**config.mk**
```make
export PLATFORM = sky130hd
export DESIGN_NAME = seg_scan_decoder_flat
export DESIGN_NICKNAME = d
export VERILOG_FILES = /design/src/rtl/seg_scan_decoder_pkg.sv /design/src/rtl/seg_scan_decoder_if.sv /design/src/rtl/seg_scan_decoder_pattern.sv /design/src/rtl/seg_scan_decoder.sv /design/src/flat_wrapper.sv
export SDC_FILE = /design/constraint.sdc
export NUM_CORES = 1
export LEC_CHECK = 0
export CAP_MARGIN = 40
export CORE_UTILIZATION = 30
export DETAILED_ROUTE_END_ITERATION = 7
export DONT_BUFFER_PORTS = 1
export GPL_ROUTABILITY_DRIVEN = 0
export SYNTH_ARGS = -nofsm -noshare
export SYNTH_HDL_FRONTEND = slang
export SYNTH_SLANG_ARGS = --single-unit
```
**constraint.sdc**
```tcl
create_clock -name clk -period 9 [get_ports clk]
set_input_delay 1.35 -clock clk [delete_from_list [all_inputs] [get_ports clk]]
set_output_delay 1.35 -clock clk [all_outputs]
set_load 0.05 [all_outputs]
```
**src/rtl/seg_scan_decoder_pkg.sv**
```systemverilog
// seg_scan_decoder_pkg
// Shared definitions for the 7-segment scan reader:
//   - the ten active-low digit patterns (bit7=dp .. bit0=a) and the blank pattern
//   - the special codes reported for blank and undecodable patterns
//   - the per-dwell capture FSM state type
package seg_scan_decoder_pkg;

  localparam logic [7:0] PAT_0 = 8'hC0;
  localparam logic [7:0] PAT_1 = 8'hF9;
  localparam logic [7:0] PAT_2 = 8'hA4;
  localparam logic [7:0] PAT_3 = 8'hB0;
  localparam logic [7:0] PAT_4 = 8'h99;
  localparam logic [7:0] PAT_5 = 8'h92;
  localparam logic [7:0] PAT_6 = 8'h82;
  localparam logic [7:0] PAT_7 = 8'hF8;
  localparam logic [7:0] PAT_8 = 8'h80;
  localparam logic [7:0] PAT_9 = 8'h98;
  localparam logic [7:0] BLANK = 8'hFF;

  localparam logic [3:0] CODE_BLANK = 4'hF;
  localparam logic [3:0] CODE_BAD   = 4'hE;

  // IDLE: no single anode selected; SETTLE: counting identical samples;
  // HELD: the current dwell has already been captured.
  typedef enum logic [1:0] {
    ST_IDLE   = 2'd0,
    ST_SETTLE = 2'd1,
    ST_HELD   = 2'd2
  } scan_state_t;

endpackage

```
**src/rtl/seg_scan_decoder_if.sv**
```systemverilog
// seg_scan_decoder_if
// Frame hand-off bus between the scan reader and its consumer.
//   frame_digits : 4*DIGITS decoded codes, digit i at [4i+3:4i]
//   frame_blank  : per-digit "pattern was blank"
//   frame_bad    : per-digit "pattern was not decodable"
//   frame_valid  : frame available (held until accepted)
//   frame_ready  : consumer accepts the frame
//   overrun      : sticky, a completed frame was dropped
// master = frame producer (the reader), slave = frame consumer.
interface seg_scan_decoder_if #(
  parameter int DIGITS = 8
);

  logic [4*DIGITS-1:0] frame_digits;
  logic [DIGITS-1:0]   frame_blank;
  logic [DIGITS-1:0]   frame_bad;
  logic                frame_valid;
  logic                frame_ready;
  logic                overrun;

  modport master (
    output frame_digits, frame_blank, frame_bad, frame_valid, overrun,
    input  frame_ready
  );

  modport slave (
    input  frame_digits, frame_blank, frame_bad, frame_valid, overrun,
    output frame_ready
  );

endinterface

```
**src/rtl/seg_scan_decoder_pattern.sv**
```systemverilog
// seg_pattern_decode
// Combinational inverse of the digit-to-pattern encoder table.
//   pattern : active-low segment pattern (bit7=dp .. bit0=a)
//   code    : digit 0..9, CODE_BLANK for blank, CODE_BAD otherwise
//   blank   : pattern was all segments off
//   bad     : pattern is neither a digit nor blank
module seg_pattern_decode
  import seg_scan_decoder_pkg::*;
(
  input  logic [7:0] pattern,
  output logic [3:0] code,
  output logic       blank,
  output logic       bad
);

  // Exact 8-bit match; anything outside the table is flagged bad.
  always_comb begin
    code  = CODE_BAD;
    blank = 1'b0;
    bad   = 1'b0;
    case (pattern)
      PAT_0:   code = 4'd0;
      PAT_1:   code = 4'd1;
      PAT_2:   code = 4'd2;
      PAT_3:   code = 4'd3;
      PAT_4:   code = 4'd4;
      PAT_5:   code = 4'd5;
      PAT_6:   code = 4'd6;
      PAT_7:   code = 4'd7;
      PAT_8:   code = 4'd8;
      PAT_9:   code = 4'd9;
      BLANK: begin
        code  = CODE_BLANK;
        blank = 1'b1;
      end
      default: bad = 1'b1;
    endcase
  end

endmodule

```
**src/rtl/seg_scan_decoder.sv**
```systemverilog
// seg_scan_decoder
// Reads a multiplexed 7-segment display bus, waits for each digit's pattern
// to be stable for STABLE_CYCLES samples, decodes it and assembles a frame of
// DIGITS codes which is handed out over a valid/ready handshake.
//   clk, rst_n : clock, asynchronous active-low reset
//   an         : active-low anode selects, expected one-hot-low
//   seg        : active-low segment pattern (bit7=dp .. bit0=a)
//   frame      : frame hand-off bus (master side)
module seg_scan_decoder
  import seg_scan_decoder_pkg::*;
#(
  parameter int DIGITS        = 8,
  parameter int STABLE_CYCLES = 4,
  parameter int CW            = 4
) (
  input  logic                      clk,
  input  logic                      rst_n,
  input  logic [DIGITS-1:0]         an,
  input  logic [7:0]                seg,
  seg_scan_decoder_if.master        frame
);

  localparam int IW = $clog2(DIGITS);

  logic [DIGITS-1:0]   an_q, an_p;
  logic [7:0]          seg_q, seg_p;
  scan_state_t         state, state_n;
  logic [CW-1:0]       cnt, cnt_n;
  logic [IW-1:0]       idx;
  logic [4:0]          zeros;
  logic                valid_sel;
  logic                changed;
  logic                capture;
  logic [3:0]          dec_code;
  logic                dec_blank, dec_bad;
  logic [DIGITS-1:0]   seen, seen_n;
  logic [4*DIGITS-1:0] slot_digits;
  logic [DIGITS-1:0]   slot_blank, slot_bad;
  logic                complete;
  logic                accept;

  // Input register plus a second copy so every decision compares the current
  // registered sample against the previous one.
  always_ff @(posedge clk or negedge rst_n) begin
    if (!rst_n) begin
      an_q  <= '1;
      seg_q <= 8'hFF;
      an_p  <= '1;
      seg_p <= 8'hFF;
    end else begin
      an_q  <= an;
      seg_q <= seg;
      an_p  <= an_q;
      seg_p <= seg_q;
    end
  end

  // Locate the single low anode; more or fewer than one low means no digit.
  always_comb begin
    zeros = '0;
    idx   = '0;
    for (int i = 0; i < DIGITS; i++) begin
      if (!an_q[i]) begin
        zeros = zeros + 5'd1;
        idx   = i[IW-1:0];
      end
    end
    valid_sel = (zeros == 5'd1);
    changed   = (an_q != an_p) || (seg_q != seg_p);
  end

  seg_pattern_decode u_decode (
    .pattern (seg_q),
    .code    (dec_code),
    .blank   (dec_blank),
    .bad     (dec_bad)
  );

  always_ff @(posedge clk or negedge rst_n) begin
    if (!rst_n) begin
      state <= ST_IDLE;
      cnt   <= '0;
    end else begin
      state <= state_n;
      cnt   <= cnt_n;
    end
  end

  // Dwell tracking. A fresh dwell (or leaving IDLE) counts as the first
  // sample; the capture fires on the cycle the count reaches STABLE_CYCLES,
  // after which HELD suppresses re-capture until the sample changes.
  always_comb begin
    state_n = state;
    cnt_n   = cnt;
    capture = 1'b0;
    if (!valid_sel) begin
      state_n = ST_IDLE;
      cnt_n   = '0;
    end else if (changed || state == ST_IDLE) begin
      state_n = ST_SETTLE;
      cnt_n   = CW'(1);
    end else if (state == ST_SETTLE) begin
      cnt_n = cnt + CW'(1);
    end
    if (state_n == ST_SETTLE && cnt_n == CW'(STABLE_CYCLES)) begin
      capture = 1'b1;
      state_n = ST_HELD;
    end
  end

  // A frame is complete once every position has been seen; seen is cleared
  // at completion, so this is only true on the cycle after the last capture.
  always_comb begin
    complete = &seen;
    accept   = frame.frame_valid && frame.frame_ready;
    seen_n   = complete ? '0 : seen;
    if (capture) begin
      seen_n[idx] = 1'b1;
    end
  end

  // Slot storage; a later dwell on the same position overwrites its slot.
  always_ff @(posedge clk or negedge rst_n) begin
    if (!rst_n) begin
      seen        <= '0;
      slot_digits <= '0;
      slot_blank  <= '0;
      slot_bad    <= '0;
    end else begin
      seen <= seen_n;
      if (capture) begin
        slot_digits[{idx, 2'b00} +: 4] <= dec_code;
        slot_blank[idx]                <= dec_blank;
        slot_bad[idx]                  <= dec_bad;
      end
    end
  end

  // Output frame and handshake. A completion that coincides with the accept
  // loads straight away; otherwise a completion while a frame is still
  // pending is dropped and flagged as overrun.
  always_ff @(posedge clk or negedge rst_n) begin
    if (!rst_n) begin
      frame.frame_digits <= '0;
      frame.frame_blank  <= '0;
      frame.frame_bad    <= '0;
      frame.frame_valid  <= 1'b0;
      frame.overrun      <= 1'b0;
    end else begin
      if (complete && (!frame.frame_valid || accept)) begin
        frame.frame_digits <= slot_digits;
        frame.frame_blank  <= slot_blank;
        frame.frame_bad    <= slot_bad;
        frame.frame_valid  <= 1'b1;
      end else if (accept) begin
        frame.frame_valid <= 1'b0;
      end
      if (accept) begin
        frame.overrun <= 1'b0;
      end else if (complete && frame.frame_valid) begin
        frame.overrun <= 1'b1;
      end
    end
  end

endmodule
```
**src/flat_wrapper.sv**
```systemverilog
// flat-port wrapper written by rule: the top's interface ports become plain ports
module seg_scan_decoder_flat import seg_scan_decoder_pkg::*;
#(
  parameter int DIGITS        = 8,
  parameter int STABLE_CYCLES = 4,
  parameter int CW            = 4
)
  (clk, rst_n, an, seg, frame_frame_digits, frame_frame_blank, frame_frame_bad, frame_frame_valid, frame_overrun, frame_frame_ready);
  seg_scan_decoder_if #(.DIGITS(DIGITS)) frame_i ();
  input  logic clk;
  input  logic rst_n;
  input  logic [DIGITS-1:0] an;
  input  logic [7:0] seg;
  output wire logic [$bits(frame_i.frame_digits)-1:0] frame_frame_digits;
  output wire logic [$bits(frame_i.frame_blank)-1:0] frame_frame_blank;
  output wire logic [$bits(frame_i.frame_bad)-1:0] frame_frame_bad;
  output wire logic [$bits(frame_i.frame_valid)-1:0] frame_frame_valid;
  output wire logic [$bits(frame_i.overrun)-1:0] frame_overrun;
  input wire logic [$bits(frame_i.frame_ready)-1:0] frame_frame_ready;
  assign frame_frame_digits = frame_i.frame_digits;
  assign frame_frame_blank = frame_i.frame_blank;
  assign frame_frame_bad = frame_i.frame_bad;
  assign frame_frame_valid = frame_i.frame_valid;
  assign frame_overrun = frame_i.overrun;
  assign frame_i.frame_ready = frame_frame_ready;
  seg_scan_decoder #(.DIGITS(DIGITS), .STABLE_CYCLES(STABLE_CYCLES), .CW(CW)) u_core (.clk(clk), .rst_n(rst_n), .an(an), .seg(seg), .frame(frame_i));
endmodule
```
==> impl_metrics.toml, run 1 <==
[yosys]
synth-adder-area-share_pct = 1.84
syn_nets = 580
synth_top_family_by_area = "multiplexers"
synth_simple_gate_area_share_pct = 14.9
avgSynthCellArea_um2 = 12.4
async_flop_share_pct = 100
yosys_warnings = 0
muxShareOfSynthArea_pct = 15.6
synth-xor-area-share_pct = 4.50
synth_edf_count = 0
synthCells = 551
syn-cell-area_um2 = 6810
ys_seq_elements = 144
synthDistinctLibCells = 65
synth_compound_area_share_pct = 6.49
ys_seq_area_share_pct = 53.5
ys.flop_type = "dfrtp_1"

[worst_hold_path]
hold-path-endpoint = "u_core.an_p[1]$_DFF_PN1_"
min_path_type = "flop to flop"
hold_start = "u_core.an_q[1]$_DFF_PN1_"
whs_path_depth = 0

[global_route]
grt_overflow = 0
grt_use_total_pct = 13.6
met3_usage_pct = 4.10
grtUsageMet2_pct = 21.9
antenna_found_initial = 0
grt_max_degree = 145
top_usage_layer = "met2"
grt_pass1_wl_mm = 24.8
grt_pass1_vias = 4492
met1_usage_pct = 16.5

[worst_setup_path]
max_stage_delay_ns = 0.67
worst_ep_required_time_ns = 9.33
crit_top_cell = "ha_1"
slowest_stage = "or4_1"
path_cells = "inv_1 > ha_1 > xnor2_1 > ha_1 > nor2b_1 > a31oi_1 > inv_1 > ha_1 > nor2_1 > a21oi_1 > ha_1 > nand2b_1 > o211a_1 > inv_1 > ha_1 > nor2_1 > a21oi_1 > ha_1 > or2_2 > a221oi_2 > nor2_2 > buf_8 > or4_1 > mux2_4"
reg2regPathDepth = 24
crit_arrival_ns = 6.21
start_kind = "flop"
reg2reg_to = "u_core.slot_digits[10]$_DFFE_PN0P_"
crit_path_max_fanout = 11
crit_type = "flop to flop"
critPathCaptureType = "flop"
r2r_start = "u_core.an_q[0]$_DFF_PN1_"
rrSetupSlack_ns = 3.12

[placed_design]
place_hpwl_mm = 10.4
port_buffers = 0
pre_cts_ws_ns = 3.13
dp_cells = 809
placed_area_um2 = 7100

[floorplan]
fp.dieW_um = 153
io_pins = 69
dieArea_um2 = 23300
initial_core_util_pct = 30.9
rows = 54
die_y_um = 153
core_area_um2 = 22000

[timing]
drv_slew = 0
hold_violations = 0
relSlewSlack_pct = 43.7
period_share_pct = 65.4
fin_setup_tns_ns = 0
max_freq_ghz = 0.170
min_period_ns = 5.88
setup_viol_count_final = 0
rsz0062_at_grt = "no"
skew_ns = 0.0203
tightest_slew_ns = 0.838
layout_setup_ws_ns = 3.12

[final_layout]
area_growth_pct = 13.7
drive_above_1_share_pct = 32.3
stdcell_count = 841
n_fill_cell = 2114
diodes = 0
nets = 577
fin_area_um2 = 7740

[clock_tree]
clk_latency_ns = 0.44
cts_tree = "done"
post_cts_buffers = 0
cts_resized = 0
htree_levels = 4
path_clk_slew_ns = 0.07
max-clock-path-buffers = 2
clock_sinks = 144
cts_root_buf = "clkbuf_16"
ctsHoldBuffers = 0
cts_buffers = 17

[pwr]
p_leak_nw = 3.55
power_density_nw_per_um2 = 211
vdd_drop_max_mv = 0.138
total_power_w = 0.00163

[route]
drtPass1Iterations = 7
drtIter0Drc = 273
viasPerCell = 5.06
drt-total-wl_mm = 14.9
via_count = 4257
drc_errors = 2
drtAntennaViolNets = 0
wl_per_cell_um = 17.7

[run_status]
status = "finished, violations left"
failed_checks = "DRC"

[flow_run]
maxCapViolCount = 0
Yosys cell counts (all sizes together), types with 2 or more instances:
library cell | n | area (µm²)
and4b | 2 | 20.0
o21a | 3 | 22.5
nand3 | 7 | 35.0
buf | 11 | 57.6
nor3b | 3 | 22.5
and2 | 4 | 25.0
a21oi | 10 | 50.1
nand4b | 4 | 35.0
mux2i | 5 | 50.1
nor4 | 14 | 179
o211a | 2 | 20.0
o21ai | 16 | 80.1
o22ai | 3 | 18.8
xor2 | 10 | 87.6
a31oi | 2 | 12.5
o311ai | 3 | 26.3
nand2 | 20 | 75.1
or2 | 6 | 37.5
nor2 | 26 | 100
xnor2 | 18 | 173
nor2b | 14 | 87.6
or4 | 2 | 15.0
and3 | 3 | 18.8
nor3 | 12 | 60.1
or4b | 4 | 40.0
clkbuf | 18 | 67.6
a21o | 9 | 67.6
dfrtp | 112 | 2800
or3b | 2 | 17.5
dfstp | 32 | 841
nor4b | 2 | 17.5
nand4 | 17 | 106
inv | 23 | 86.3
a211oi | 6 | 45.0
mux2 | 88 | 1010
nand2b | 6 | 45.0
and4 | 2 | 17.5
ha | 10 | 125
xnor3 | 2 | 46.3
nand3b | 3 | 22.5
or3 | 3 | 18.8
metal layers:
metal  share of wire, %  up-vias
li1                   -     1977
met2                 48      102
met4                2.2        0
met5                  0        -
met3                5.4       27
met1                 44     2151
worst max-delay path by stage:
| stage | from | to | depth (start not counted) |
|---|---|---|---|
| finish | u_core.an_q[0]$_DFF_PN1_ | u_core.slot_digits[10]$_DFFE_PN0P_ | 24 |
| detailed placement | u_core.an_q[0]$_DFF_PN1_ | u_core.slot_digits[9]$_DFFE_PN0P_ | 24 |
| global route | u_core.an_q[0]$_DFF_PN1_ | u_core.slot_digits[10]$_DFFE_PN0P_ | 24 |
| floorplan | u_core.an_q[0]$_DFF_PN1_ | u_core.slot_digits[10]$_DFFE_PN0P_ | 24 |
| global placement | u_core.an_q[0]$_DFF_PN1_ | u_core.slot_digits[8]$_DFFE_PN0P_ | 23 |
| CTS | u_core.an_q[0]$_DFF_PN1_ | u_core.slot_digits[9]$_DFFE_PN0P_ | 24 |
metrics by stage:
stage / hold WS [ns] / utilization [%]
finish: 0.393 / 35.2
global route: 0.399 / 35.2
CTS: 0.393 / 35.2
detailed placement: 0.391 / 32.2
global placement: 0.384 / 32.1
floorplan: 0.352 / -
logic make-up (layout without fill, tap and decap cells):
family                   count (synthesis)  in the layout
XOR/XNOR                                30             30
flip-flops                             144            144
buffers and inverters                   52             62
AND/OR/NAND/NOR                        158            158
AO/OA/AOI/OAI                           64             64
multiplexers                            93             93
adder cells (fa/ha/maj)                 10             10
final cells by class:
| type | count | area [µm²] | area share (%) |
|---|---|---|---|
| clock buffer | 19 | 433 | 5.59 |
| timing repair buffer | 7 | 55.1 | 0.711 |
| inverter | 23 | 86.3 | 1.11 |
| tap | 280 | 350 | 4.52 |
| multi-input combinational | 355 | 2970 | 38.3 |
| clock inverter | 13 | 210 | 2.71 |
| sequential | 144 | 3640 | 47.1 |
worst max-delay path, delay by kind of cell, from the launching register on:
kind | cells | cell delay [ns]
and+or+nand+nor | 7 | 1.60
buffers and inverters | 4 | 0.40
xor gates and xnor gates | 1 | 0.16
AOI/OAI and AO/OA | 5 | 0.83
DFF | 1 | 0.59
muxes | 1 | 0.34
adders and majority gates | 6 | 1.84
power by group:
group | switching (W) | internal, W
Sequential | 0.0000201 | 0.000665
Clock | 0.000282 | 0.000493
Combinational | 0.000106 | 0.0000686
Total | 0.000408 | 0.00123
flip-flops by register name (all words and copies together) (netlist names):
register                   cells
u_core.frame.overrun           1
u_core.an_p                    8
u_core.state                   2
u_core.frame.frame_blank       8
u_core.slot_blank              8
u_core.slot_digits            32
u_core.frame.frame_digits     32
u_core.seg_q                   8
u_core.an_q                    8
u_core.seen                    8
u_core.frame.frame_valid       1
u_core.cnt                     4
u_core.slot_bad                8
u_core.frame.frame_bad         8
u_core.seg_p                   8
layout by cell type, fill, tap and decap left out, types with 3 or more instances in the layout:
cell type,instances
nand2b_1,5
nand4_1,17
mux2_4,6
a21o_1,9
xnor2_1,16
nand3_1,7
or4b_1,3
nor4_4,4
bufinv_16,5
nand2_1,20
o21a_1,3
o22ai_1,3
nand4b_1,4
nand3b_1,3
and3_1,3
or3_1,3
o21ai_0,15
o311ai_0,3
mux2i_1,5
dfrtp_1,112
nor3_1,12
buf_4,4
mux2_2,82
a21oi_1,9
nor4_1,5
nor2b_1,14
dfstp_2,32
a211oi_1,6
and2_1,4
nor3b_1,3
inv_1,23
ha_1,10
clkbuf_16,17
nor4_2,5
nor2_1,25
xor2_1,10
or2_2,4
No activity file was read; power rests on OpenSTA's default activity.
==> run 2, diff against run 1 <==
Clock period 9 ns to 5.45 ns, I/O delays scaled along.
==> run 2 against run 1 <==
  * The run still ends with DRC left
  * Critical path depth grew 1
  * Global-route usage shrank 0.053 points
  * Sequential power rose by 65%
  * Die area is the same
  * Count of clock-buffer cells in the layout up 1
  * First-iteration DRC count grew 17%
  * Routed wire length is 1.8% higher
  * Cell count up 1.8%
  * Total power is 61% higher
==> impl_metrics.toml, run 2 (synthesis gave the netlist of run 1 again) <==
[run_status]
status = "finished, violations left"
failed_checks = "DRC"

[worst_setup_path]
crit_arrival_ns = 5.58
crit_type = "flop to flop"
worst_ep_required_time_ns = 5.74
slowest_stage = "dfstp_2"
start_kind = "flop"
rrSetupSlack_ns = 0.17
max_stage_delay_ns = 0.57
crit_top_cell = "ha_1"
crit_path_max_fanout = 6
critPathCaptureType = "flop"
crit_family = "adder cells"
critical_path_buf_inv_count = 4

[clock_tree]
htree_levels = 4
cts_tree = "done"
cts_root_buf = "clkbuf_16"
cts_buffers = 17
clk_latency_ns = 0.42
clock_sinks = 144
max-clock-path-buffers = 2
path_clk_slew_ns = 0.06

[pwr]
vdd_drop_max_mv = 0.199
power_density_nw_per_um2 = 331
total_power_w = 0.00263
p_leak_nw = 3.62

[final_layout]
drive_above_1_share_pct = 36.5
fin_area_um2 = 7940
diodes = 0
n_fill_cell = 2102
largestRegisters = "u_core.frame.frame_digits x32, u_core.slot_digits x32"
nets = 592
mostFrequentLayoutCells = "dfrtp_1 (112), mux2_2 (80), dfstp_2 (32)"
regArea_um2 = 3640
multi_input_area_um2 = 3090
area_growth_pct = 16.6
layout.cells.most_common = "dfrtp_1"

[route]
drtAntennaViolNets = 0
drc_errors = 2
drtPass1Iterations = 6
drt-total-wl_mm = 15.2
via_count = 4333
wl_per_cell_um = 17.7
drtIter0Drc = 320
viasPerCell = 5.06

[global_route]
grt_max_degree = 145
antenna_found_initial = 0
grt_use_total_pct = 13.5
grt_pass1_wl_mm = 25.1
grt_pass1_vias = 4622
grt_overflow = 0

[timing]
fin_setup_tns_ns = 0
drv_slew = 0
min_period_ns = 5.28
skew_ns = 0.0117
relSlewSlack_pct = 51.7
tightest_slew_ns = 0.720
layout_setup_ws_ns = 0.169
hold_violations = 0
max_freq_ghz = 0.189
period_share_pct = 96.9
setup_viol_count_final = 0

[floorplan]
io_pins = 69
dieArea_um2 = 23300
fp.dieW_um = 153
core_area_um2 = 22000
rows = 54
die_y_um = 153
initial_core_util_pct = 30.9

[flow_run]
maxCapViolCount = 0

[placed_design]
place_hpwl_mm = 10.6
placed_area_um2 = 7150
pre_cts_ws_ns = -0.0911
port_buffers = 0

[worst_hold_path]
min_path_type = "input port to asynchronous set/reset pin"
[run 2: worst paths after layout]
path	cells after the start	startpoint	endpoint
max in group asynchronous	0	rst_n	u_core.frame.overrun$_DFFE_PN0P_
min in group clk	0	seg[6]	u_core.seg_q[6]$_DFF_PN1_
setup / recovery	25	u_core.an_q[0]$_DFF_PN1_	u_core.slot_blank[6]$_DFFE_PN0P_
hold / removal	0	rst_n	u_core.slot_blank[4]$_DFFE_PN0P_
hold reg to reg	0	u_core.an_q[0]$_DFF_PN1_	u_core.an_p[0]$_DFF_PN1_
setup reg to reg	25	u_core.an_q[0]$_DFF_PN1_	u_core.slot_blank[6]$_DFFE_PN0P_
[run 2: through the flow]
step	hold WS, ns	utilization (%)	instances
5_1_grt	0.0856	36.0	856
6_report	0.117	36.0	856
4_1_cts	0.0759	35.3	847
3_5_place_dp	0.391	32.5	815
3_3_place_gp	0.385	32.5	814
2_1_floorplan	0.352	-	551
[run 2: power breakdown]
group / internal, W / switching [W] / leakage (nW)
Sequential: 0.00110 / 0.0000323 / 1.90
Clock: 0.000651 / 0.000463 / 0.272
Combinational: 0.000167 / 0.000216 / 1.46
[run 2: area by class of cell]
class | count | share of cell area (%)
clock inverters | 12 | 1.56
well taps | 280 | 4.41
multi-input cells | 355 | 38.9
repair buffers | 22 | 2.47
inverters | 23 | 1.09
clock buffers | 20 | 5.63
flip-flops and latches | 144 | 45.9
[run 2: repair_timing]
| item | in CTS | in global routing |
|---|---|---|
| hold endpoints to repair | 0 | 0 |
| endpoints found under the setup margin | 26 | 54 |
| resized for setup | 7 | 19 |
| gates cloned | 0 | 1 |
| pin swaps | 4 | 14 |
| hold buffers | 0 | 0 |
| buffers inserted | 0 | 8 |
[run 2: layer usage]
| layer | share of wire (%) | global-route usage (%) | vias to the layer above | wire length [µm] |
|---|---|---|---|---|
| li1 | - | - | 2006 | - |
| met1 | 43 | 16.2 | 2192 | 6530 |
| met2 | 50 | 22.9 | 108 | 7580 |
| met4 | 1.7 | 5.10 | 0 | 261 |
| met3 | 5.1 | 3.95 | 27 | 779 |
| met5 | 0 | 0 | - | 0 |
==> run 3, diff against run 2 <==
Settings changed: CORE_ASPECT_RATIO set to 0.6.
==> run 3 against run 2 <==
  * The flow now finishes without violations
  * Cell count up 3.7%
  * Sequential power barely moved
  * Count of clock-buffer cells in the layout shrank 1
  * Via count up 1.4%
  * Worst setup slack improved by 0.020 ns
  * Clock power rose by 6%
  * Design area grew 1.0%
  * Die area is essentially flat
  * Largest cell class unchanged
==> impl_metrics.toml, run 3 (synthesis gave the netlist of run 1 again) <==
[run_status]
status = "complete, no violations"

[timing]
max_freq_ghz = 0.190
drv_slew = 0
tightest_slew_ns = 0.765
hold_violations = 0
layout_setup_ws_ns = 0.188
relSlewSlack_pct = 48.6
setup_viol_count_final = 0
skew_ns = 0.00998
min_period_ns = 5.26
period_share_pct = 96.5

[final_layout]
fin_util_pct = 36.2
multi_input_area_um2 = 3090
mostFrequentLayoutCells = "dfrtp_1 (112), mux2_2 (82), dfstp_2 (32)"
diodes = 0
layout.cells.most_common = "dfrtp_1"
regArea_um2 = 3640
nets = 596
n_fill_cell = 2134
area_growth_pct = 17.8
drive_above_1_share_pct = 37.1
largestRegisters = "u_core.frame.frame_digits x32, u_core.slot_digits x32"

[route]
via_count = 4394
drtPass1Iterations = 4
drtAntennaViolNets = 0
drt-total-wl_mm = 16.6
drc_errors = 0
wl_per_cell_um = 18.7
viasPerCell = 4.95
drtIter0Drc = 353

[placed_design]
place_hpwl_mm = 11.3
port_buffers = 0
pre_cts_ws_ns = -0.262

[worst_setup_path]
critPathCaptureType = "flop"
max_stage_delay_ns = 0.60
path_cells = "buf_4 > ha_2 > nand2b_1 > and2_1 > ha_1 > nor2b_2 > a31oi_1 > inv_1 > ha_4 > nor2_4 > a21oi_2 > ha_1 > nand2b_1 > o211a_1 > inv_1 > ha_4 > nor2_4 > a21oi_2 > ha_1 > or2_4 > a221oi_4 > nor2_4 > or4_4 > mux2_4"
start_kind = "flop"
worst_ep_required_time_ns = 5.75
crit_path_max_fanout = 4
crit_type = "flop to flop"
crit_arrival_ns = 5.57
slowest_stage = "or4_4"

[clock_tree]
path_clk_slew_ns = 0.06
cts_root_buf = "clkbuf_16"
cts_tree = "done"
ctsHoldBuffers = 0
cts_buffers = 17
htree_levels = 4
clock_sinks = 144
max-clock-path-buffers = 2
clk_latency_ns = 0.42

[floorplan]
core_area_um2 = 22100
die_y_um = 119
initial_core_util_pct = 30.8
rows = 42
io_pins = 69
fp.dieW_um = 196
dieArea_um2 = 23300

[pwr]
power_density_nw_per_um2 = 338
vdd_drop_max_mv = 0.177
p_leak_nw = 3.64

[global_route]
grt_max_degree = 145
grt_overflow = 0
grt_use_total_pct = 14.5
antenna_found_initial = 0
grt_pass1_wl_mm = 25.8
grt_pass1_vias = 4443

[worst_hold_path]
min_path_type = "input port to asynchronous set/reset pin"

[flow_run]
maxCapViolCount = 0
run 3: layout make-up:
class                      count  share of cell area [%]
multi-input combinational    355                    38.6
inverter                      23                    1.08
timing repair buffer          26                    2.73
clock buffer                  19                    5.40
tap                          308                    4.81
sequential                   144                    45.4
clock inverter                13                    1.98
run 3: path summary, 6_finish.rpt:
kind                                           start                                         to  slack [ns]  depth (start not counted)
max                         u_core.an_q[1]$_DFF_PN1_         u_core.slot_digits[25]$_DFFE_PN0P_        0.19                         24
min                                            rst_n  u_core.frame.frame_digits[29]$_DFFE_PN0P_        0.09                          0
max reg2reg                 u_core.an_q[1]$_DFF_PN1_         u_core.slot_digits[25]$_DFFE_PN0P_        0.19                         24
min reg2reg                u_core.seg_q[0]$_DFF_PN1_                  u_core.seg_p[0]$_DFF_PN1_        0.43                          0
max in group asynchronous                      rst_n                   u_core.an_p[5]$_DFF_PN1_        5.13                          0
min in group clk                              seg[3]                  u_core.seg_q[3]$_DFF_PN1_        0.38                          0
run 3: per-stage QoR:
stage	setup TNS, ns	power, W	hold WS [ns]	cells	area (µm²)
floorplan	0	0.00137	0.352	551	6810
global placement	0	0.00143	0.383	841	7160
detailed placement	-3.98	0.00144	0.393	843	7170
CTS	0	0.00265	0.0768	876	7840
global route	-0.0729	0.00282	0.0710	888	8020
finish	0	0.00271	0.0887	888	8020
run 3: power by group:
part | leakage [nW] | switching, W | internal, W
combinational | 1.46 | 0.000225 | 0.000178
sequential | 1.90 | 0.0000321 | 0.00110
clock | 0.284 | 0.000458 | 0.000720
total | 3.64 | 0.000715 | 0.00199
run 3: what timing repair did:
action	4_1_cts	5_1_grt
setup endpoints to repair	43	58
pin swaps	7	10
setup buffers	1	12
resized for setup	9	20
run 3: metal layers:
metal / global-route usage, % / part of all wire (%) / vias to the layer above
met1: 20.6 / 48 / 2233
met5: 0 / 0 / -
met4: 4.64 / 1.3 / 0
met2: 20.4 / 43 / 126
met3: 4.97 / 7.5 / 24
li1: - / - / 2011
run 3: worst max-delay path, delay by kind of cell (launching register included):
kind	cells	cell delay, ns
AOI/OAI and AO/OA	5	0.71
DFF	1	0.55
adders and majority gates	6	1.58
buffers and inverters	3	0.30
and+or+nand+nor	9	1.66
muxes	1	0.32
